`src/rtl/pkt_sched_pkg.sv`:
```
// Shared types and constants for the packetizer round-robin scheduler.
package pkt_sched_pkg;

  localparam int unsigned FLIT_W          = 16;
  localparam int unsigned FLIT_OUT_W      = 3 * FLIT_W;
  localparam int unsigned DEFAULT_NUM_REQ = 4;

  typedef enum logic [1:0] {
    IDLE    = 2'd0,
    WAIT_WR = 2'd1,
    ACK     = 2'd2
  } sched_state_e;

endpackage

```
`src/rtl/rr_arbiter.sv`:
```
// Combinational rotating-priority pick: first asserted request at or after rr_ptr.
module rr_arbiter #(
  parameter int unsigned NUM_REQ = 4,
  localparam int unsigned ID_W   = $clog2(NUM_REQ)
) (
  input  logic [NUM_REQ-1:0] req,
  input  logic [ID_W-1:0]    rr_ptr,
  output logic               any_req_c,
  output logic [ID_W-1:0]    winner_c
);

  always_comb begin
    any_req_c = 1'b0;
    winner_c  = '0;
    for (int unsigned off = 0; off < NUM_REQ; off++) begin
      if (!any_req_c && req[ID_W'((32'(rr_ptr) + off) % NUM_REQ)]) begin
        any_req_c = 1'b1;
        winner_c  = ID_W'((32'(rr_ptr) + off) % NUM_REQ);
      end
    end
  end

endmodule

```
`src/rtl/pkt_rr_scheduler.sv`:
```
// Round-robin scheduler sharing one Packetizer among NUM_REQ requesters.
// Optional WAIT_WR watchdog enabled by defining PKT_SCHED_TIMEOUT_EN.
module pkt_rr_scheduler #(
  parameter int unsigned NUM_REQ = pkt_sched_pkg::DEFAULT_NUM_REQ,
  parameter int unsigned FLIT_W  = pkt_sched_pkg::FLIT_W,
  parameter int unsigned TIMEOUT = 16,
  localparam int unsigned ID_W   = $clog2(NUM_REQ)
) (
  input  logic                      clk,
  input  logic                      reset,
  input  logic [NUM_REQ-1:0]        req_valid,
  input  logic [NUM_REQ*FLIT_W-1:0] req_hf,
  input  logic [NUM_REQ*FLIT_W-1:0] req_bf,
  input  logic [NUM_REQ*FLIT_W-1:0] req_tf,
  output logic [NUM_REQ-1:0]        req_ack,
  input  logic                      fifo_full,
  output logic [FLIT_W-1:0]         pz_hf,
  output logic [FLIT_W-1:0]         pz_bf,
  output logic [FLIT_W-1:0]         pz_tf,
  output logic                      pz_load,
  input  logic                      pz_wr_en,
  output logic [ID_W-1:0]           grant_id,
  output logic                      busy,
  output logic                      timeout_err
);

  import pkt_sched_pkg::*;

  if (NUM_REQ < 2 || NUM_REQ > 8 || TIMEOUT < 1) begin : g_cfg_check
    $error("pkt_rr_scheduler: unsupported parameter set");
  end

  sched_state_e        state_q, state_d;
  logic [ID_W-1:0]     rr_ptr_q, rr_ptr_d;
  logic [ID_W-1:0]     winner_c;
  logic                any_req_c;
  logic                grant_c;
  logic                wd_expire_c;
  logic                pz_load_d;
  logic [NUM_REQ-1:0]  req_ack_d;

  rr_arbiter #(.NUM_REQ(NUM_REQ)) u_arb (
    .req       (req_valid),
    .rr_ptr    (rr_ptr_q),
    .any_req_c (any_req_c),
    .winner_c  (winner_c)
  );

  function automatic logic [ID_W-1:0] next_idx(input logic [ID_W-1:0] id);
    return (32'(id) == NUM_REQ - 1) ? '0 : id + ID_W'(1);
  endfunction

  // State register
  always_ff @(posedge clk or posedge reset) begin
    if (reset) state_q <= IDLE;
    else       state_q <= state_d;
  end

  // Next-state and registered-output decode
  always_comb begin
    state_d   = state_q;
    rr_ptr_d  = rr_ptr_q;
    grant_c   = 1'b0;
    pz_load_d = 1'b0;
    req_ack_d = '0;
    unique case (state_q)
      IDLE: begin
        if (any_req_c && !fifo_full) begin
          grant_c   = 1'b1;
          pz_load_d = 1'b1;
          state_d   = WAIT_WR;
        end
      end
      WAIT_WR: begin
        if (pz_wr_en) begin
          req_ack_d[grant_id] = 1'b1;
          rr_ptr_d            = next_idx(grant_id);
          state_d             = ACK;
        end else if (wd_expire_c) begin
          rr_ptr_d = next_idx(grant_id);
          state_d  = IDLE;
        end
      end
      ACK:     state_d = IDLE;
      default: state_d = IDLE;
    endcase
  end

  // Capture registers, pointer and output strobes
  always_ff @(posedge clk or posedge reset) begin
    if (reset) begin
      rr_ptr_q <= '0;
      pz_hf    <= '0;
      pz_bf    <= '0;
      pz_tf    <= '0;
      pz_load  <= 1'b0;
      req_ack  <= '0;
      grant_id <= '0;
      busy     <= 1'b0;
    end else begin
      rr_ptr_q <= rr_ptr_d;
      pz_load  <= pz_load_d;
      req_ack  <= req_ack_d;
      busy     <= (state_d != IDLE);
      if (grant_c) begin
        pz_hf    <= req_hf[32'(winner_c) * FLIT_W +: FLIT_W];
        pz_bf    <= req_bf[32'(winner_c) * FLIT_W +: FLIT_W];
        pz_tf    <= req_tf[32'(winner_c) * FLIT_W +: FLIT_W];
        grant_id <= winner_c;
      end
    end
  end

`ifdef PKT_SCHED_TIMEOUT_EN
  localparam int unsigned WD_W = $clog2(TIMEOUT + 1);

  logic [WD_W-1:0] wd_cnt_q;

  // Expire on the TIMEOUT-th WAIT_WR cycle without a write
  assign wd_expire_c = (state_q == WAIT_WR) && !pz_wr_en && (32'(wd_cnt_q) == TIMEOUT - 1);

  always_ff @(posedge clk or posedge reset) begin
    if (reset) begin
      wd_cnt_q    <= '0;
      timeout_err <= 1'b0;
    end else begin
      if (grant_c)
        wd_cnt_q <= '0;
      else if (state_q == WAIT_WR && !pz_wr_en)
        wd_cnt_q <= wd_cnt_q + WD_W'(1);
      if (wd_expire_c)
        timeout_err <= 1'b1;
    end
  end
`else
  assign wd_expire_c = 1'b0;
  assign timeout_err = 1'b0;
`endif

endmodule
```
`config.mk`:
```
export PLATFORM = sky130hd
export DESIGN_NAME = pkt_rr_scheduler
export DESIGN_NICKNAME = d
export VERILOG_FILES = /design/src/rtl/pkt_sched_pkg.sv /design/src/rtl/rr_arbiter.sv /design/src/rtl/pkt_rr_scheduler.sv
export SDC_FILE = /design/constraint.sdc
export NUM_CORES = 1
export LEC_CHECK = 0
export ABC_AREA = 1
export CORE_MARGIN = 2
export CORE_UTILIZATION = 40
export CTS_BUF_LIST = sky130_fd_sc_hd__clkbuf_2
export DETAILED_ROUTE_END_ITERATION = 16
export PLACE_DENSITY_LB_ADDON = 0.05
export SLEW_MARGIN = 20
export SYNTH_ARGS = -nofsm -noshare
export SYNTH_HDL_FRONTEND = slang
export SYNTH_SLANG_ARGS = --single-unit
```
`constraint.sdc`:
```
create_clock -name clk -period 5.89 [get_ports clk]
set_input_delay 1.178 -clock clk [delete_from_list [all_inputs] [get_ports clk]]
set_output_delay 1.178 -clock clk [all_outputs]
set_load 0.02 [all_outputs]
```
======== After elaboration in Yosys (flattened, before gate mapping) ========
Cells that the tools add are included.
cells by class
  add/subtract/negate cells ............... 4
  magnitude comparators ................... 6
  eq/ne operators ......................... 2
  shift-type cells ........................ 3
  multiplexer cells ....................... 26
  reduce and logical (&&, ||, !) cells .... 12
operators with widths
  operator               number
  $shiftx A64 B7 Y16     3
  $lt A2 B3 Y1 const B   5
  $mux W2                7
  $mux W1                11
  $bmux W1 S2            4
  $mux W4                2
  $logic_and A1 B1 Y1    5
  $add A2 B1 Y2 const B  2
  $add A2 B2 Y2 const B  2
  $logic_not A1 Y1       4
  $pmux W2 S2            1
  $demux W1 S2           1
  $eq A2 B1 Y1 const B   1
  $eq A2 B2 Y1 const B   1
  $ge A2 B1 Y1 const B   1
  $logic_not A2 Y1       1
  $reduce_and A2 Y1      1
  $reduce_bool A2 Y1     1
word-level totals
  flip-flop bits (word level) ............. 60
  input port bits ......................... 200
  output and inout bits ................... 57
  logic and storage cells ................. 62

======== Longest topological paths before layout ========
  depth after elaboration ................. 16
  mapped depth ............................ 16
  depth with buffers taken out ............ 14

======== Modules after synthesis ========
Synthesis repeated with hierarchy kept, for this count alone.
second synthesis, totals
  cells, all modules ...................... 871
  area total of the unflattened synthesis .. 4903.5 um^2
modules (own cells, without submodules)
  module            times used  cells each  area an instance (um^2)  sequential area each (um^2)
  pkt_rr_scheduler  1           812         4584.4                   1501.4
  rr_arbiter        1           59          319.1                    0.0

======== Least setup slack after synthesis ========
No wires, ideal clock.
  path kind ............................... input -> register
  from .................................... input port req_valid[3]
  to ...................................... register pz_hf[11]
  library setup time ...................... 0.124 ns
  data arrival time ....................... 2.354 ns
  required time ........................... 5.766 ns
  setup slack ............................. 3.412 ns
  stages on the path ...................... 11
  path buffers ............................ 1
  cell sequence ........................... inv_1 -> nand2_1 -> nand3_1 -> nand2_2 -> nor2_4 -> nand3_2 -> nand3_2 -> buf_1 -> o21ai_1 -> nand2_1 -> nand3_1
between the ends
  longest elaborated chain between the ends .. 15
  elaborated cells on any way between the ends .. 26
  those cells by class .................... 1 x shift; 18 x mux; 7 x reduce/logical
RTL lines
  what                                                  line                     source
  start: declaration                                    pkt_rr_scheduler.sv:11   input logic [NUM_REQ-1:0] req_valid,
  branches (longest 15 deep; another with $bmux W1 S2)  -
  end signal: assignment                                pkt_rr_scheduler.sv:106  pz_hf <= req_hf[32'(winner_c) * FLIT_W +: FLIT_W];
  end: declaration                                      pkt_rr_scheduler.sv:17   output logic [FLIT_W-1:0] pz_hf,
Several ways; the timed one is not identified. The select of a mux whose other input is x is not followed.
A chain may end at the register's enable or synchronous reset.

======== Worst setup path in the final report ========
  from .................................... input port req_valid[3]
  to ...................................... register pz_bf[15]
between the ends
  longest elaborated chain between the ends .. 15
  elaborated cells on any way between the ends .. 26
  those cells by class .................... 1 x shift; 18 x mux; 7 x reduce/logical
RTL lines
  what                                                  line                     source
  branches (longest 15 deep; another with $bmux W1 S2)  -
  end signal: assignment                                pkt_rr_scheduler.sv:107  pz_bf <= req_bf[32'(winner_c) * FLIT_W +: FLIT_W];
  end: declaration                                      pkt_rr_scheduler.sv:18   output logic [FLIT_W-1:0] pz_bf,
Several ways; the timed one is not identified. The select of a mux whose other input is x is not followed.

==> results by group <==
Global route
  – Vias in the first global route: 4,706
  – Initial antenna violation count: 0
  – Total global-route track usage: 0.229
  – First-pass GRT wire length: 21.9 mm
  – Total grt overflow: 0
  – Largest net degree at the start of global routing: 91

Clock tree
  – Hold buffer count at cts: 0
  – H-tree Lvls: 3
  – Total CTS buffers: 9
  – Clock latency on the worst-skew pair: between 0.4 and 0.5 ns
  – CTS tree: built
  – # clock sinks: 60
  – Worst-path clk slew: about 0.17 ns
  – Postcts setup bufs: 0
  – Post-cts sizing count: 0
  – CTS Root Cell: clkbuf_2
  – Clock buffer depth: 2

Detailed routing
  – DR pass1 iterations: 5
  – Vias per cell: 4.74
  – Iteration-0 DRC Markers: 243
  – DRC viols: 0
  – Detail Route Antenna Nets: 0
  – Wire per inst: about 13 microns
  – DR vias: around 5,300
  – Drt total wl: 14.3 mm

Synthesis
  – Register area share after synthesis: 0.332
  – Most numerous cell in the Yosys netlist: nand2_1
  – Post-synth EDFFs: 0
  – Synth top cells by count: nand2_1, inv_1, nand3_1
  – Main synth FF type: dfrtp_1
  – Async SR Flop Fraction: 1.00
  – Synth top area share: 0.332
  – Seq cells post-synth: 60
  – Synth top area cells: dfrtp_1, nand2_1, inv_1
  – Cell taking the most area after synthesis: dfrtp_1
  – Synth Instances: 742
  – Synth Cell Area: 4520 sq um
  – Post-Syn Nets: between 900 and 1,000
  – Syn_area_per_cell: 6.09 sq um
  – Yosys warns: 0
  – Distinct cells, synth: 25

Setup path
  – Worst r2r src: rr_ptr_q[0]$_DFFE_PP0P_
  – Critical path fanouts, max: 90
  – Crit path from: req_valid[3]
  – Critical path capture point type: flop
  – Depth of the most critical reg-to-reg path: 12
  – CP Launch Type: input port
  – CP Data Required Time: between 6 and 7 ns
  – Crit Path Category: input port to flop
  – Flop2flop setup slack: 2.70 ns
  – Worst r2r dst: pz_bf[15]$_DFFE_PP0P_
  – Critical Path AT: slightly above 4 ns
  – Worst setup endpoint: pz_bf[15]$_DFFE_PP0P_

STA
  – Final Max Tran Viols: 0
  – Final setup viols: 0
  – Fin Setup TNS: 0 ns
  – Minimum clock period: 3.71 ns
  – Final Hold Viols: 0
  – Highest Clock Rate: 270 MHz
  – Final period utilization: 0.630
  – Worst slew pin tran: 0.759 ns
  – RSZ-0062 raised after global routing: false
  – Clock Skew: between 0.03 and 0.04 ns
  – Relative slew slack: 0.494

Placement
  – PortBufs: 255
  – Placed inst area: 7060 sq um
  – Placer Congestion: 0.844
  – DP HPWL: 11.1 mm

Job
  – Max-Cap Viols: 0

Floorplanning
  – Die Span Y: 110 microns
  – Die X-Extent: ~110 microns
  – Die area: 12,200 sq um
  – Initial Util: 0.413
  – I/O Pins: between 200 and 300
  – # rows: 38
  – CORE AREA: 10,900 sq um

Finish
  – N_diodes: 0
  – Area Overhead vs Synth: 59.1%
  – Filler cells: a little under 1,000
  – Post-route design area: about 7200 sq um
  – Layout Utilization: 0.657
  – Share of cells above drive strength 1: 0.0399
  – Final nets: 1,177

Status
  – Status: finished clean

Pwr
  – Peak supply drop: 0.409 mV
  – Static Leak: 0.00374 uW
  – PD cells: 538 nW/um^2
  – Tot Pwr: 3870 uW

Worst hold path
  – Hold path cells: 2
  – Hold crit path type: flop to flop
[cells in the final DEF, fill, tap and decap left out, types with 2 or more instances in the layout]
cell,count
bufinv_16,2
nor2_1,7
nand2_1,297
clkbuf_2,10
nand4_1,31
clkinv_2,3
dfrtp_1,60
inv_2,5
nand3_1,71
clkdlybuf4s50_1,255
nand3_2,2
o21ai_0,18
o21ai_1,53
buf_4,7
nand2_2,2
ha_1,4
inv_1,140
[sequential cells by signal (all words and copies together), names as in the netlist]
signal and flops:
pz_bf 16, pz_hf 16, pz_tf 16, req_ack 4, grant_id 2, rr_ptr_q 2, state_q 2, busy 1
pz_load 1
[critical path, stage by stage]
cell             delay (ns)
clkdlybuf4s50_1        0.48
inv_1                  0.05
nand2_1                0.09
nand3_1                0.13
nand2_2                0.13
nor2_4                 0.06
nand3_2                0.05
buf_4                  0.32
nand3_4                0.64
buf_12                 0.47
o21ai_0                0.30
nand2_1                0.09
nand3_1                0.08
[per-layer routing]
metal,vias up,part of all wire,track usage
met4,0,0.016,0.0634
met5,-,0,0
met3,21,0.075,0.0447
li1,2729,-,-
met1,2347,0.38,0.265
met2,200,0.53,0.427
[through the flow]
stage          hold WS, ns  worst slack [ns]  cells
2_1_floorplan        0.507              3.23    742
3_3_place_gp         0.462              1.79   1102
3_5_place_dp         0.468              1.69   1102
4_1_cts              0.505              2.18   1117
5_1_grt              0.539              1.90   1117
6_report             0.499              2.18   1117
[logic make-up after synthesis]
kind of cell / after synthesis / share of synthesized area
fa+ha+maj: 4 / 0.0111
simple gates: 415 / 0.394
buf+inv: 190 / 0.182
compound gates: 72 / 0.0798
flops: 60 / 0.332
other cells: 1 / 0.000830
[worst min-delay path by stage]
stage / from / end
after floorplan: state_q[1]$_DFF_PP0_ / req_ack[3]$_DFF_PP0_
after global placement: pz_tf[4]$_DFFE_PP0P_ / pz_tf[4]$_DFFE_PP0P_
after detailed placement: pz_tf[5]$_DFFE_PP0P_ / pz_tf[5]$_DFFE_PP0P_
after CTS: pz_tf[5]$_DFFE_PP0P_ / pz_tf[5]$_DFFE_PP0P_
after global routing: pz_tf[4]$_DFFE_PP0P_ / pz_tf[4]$_DFFE_PP0P_
final: pz_tf[5]$_DFFE_PP0P_ / pz_tf[5]$_DFFE_PP0P_
[report_power, final]
| group | internal (uW) | switching [uW] | leakage (uW) |
|---|---|---|---|
| Sequential | 605 | 118 | 0.000755 |
| Clock | 139 | 151 | 0.0000778 |
| Combinational | 1060 | 1790 | 0.00290 |
| Total | 1800 | 2060 | 0.00374 |
[final cells by class]
cell class                 instances  area (sq um)  area share
multi-input combinational        492          2200       0.307
clock buffer                      10          50.0     0.00696
tap                              140           175      0.0244
clock inverter                     5          77.6      0.0108
inverter                         147           556      0.0773
sequential                        60          1500       0.209
timing repair buffer             263          2630       0.365
Note: power is estimated with default switching activity, not from simulation.
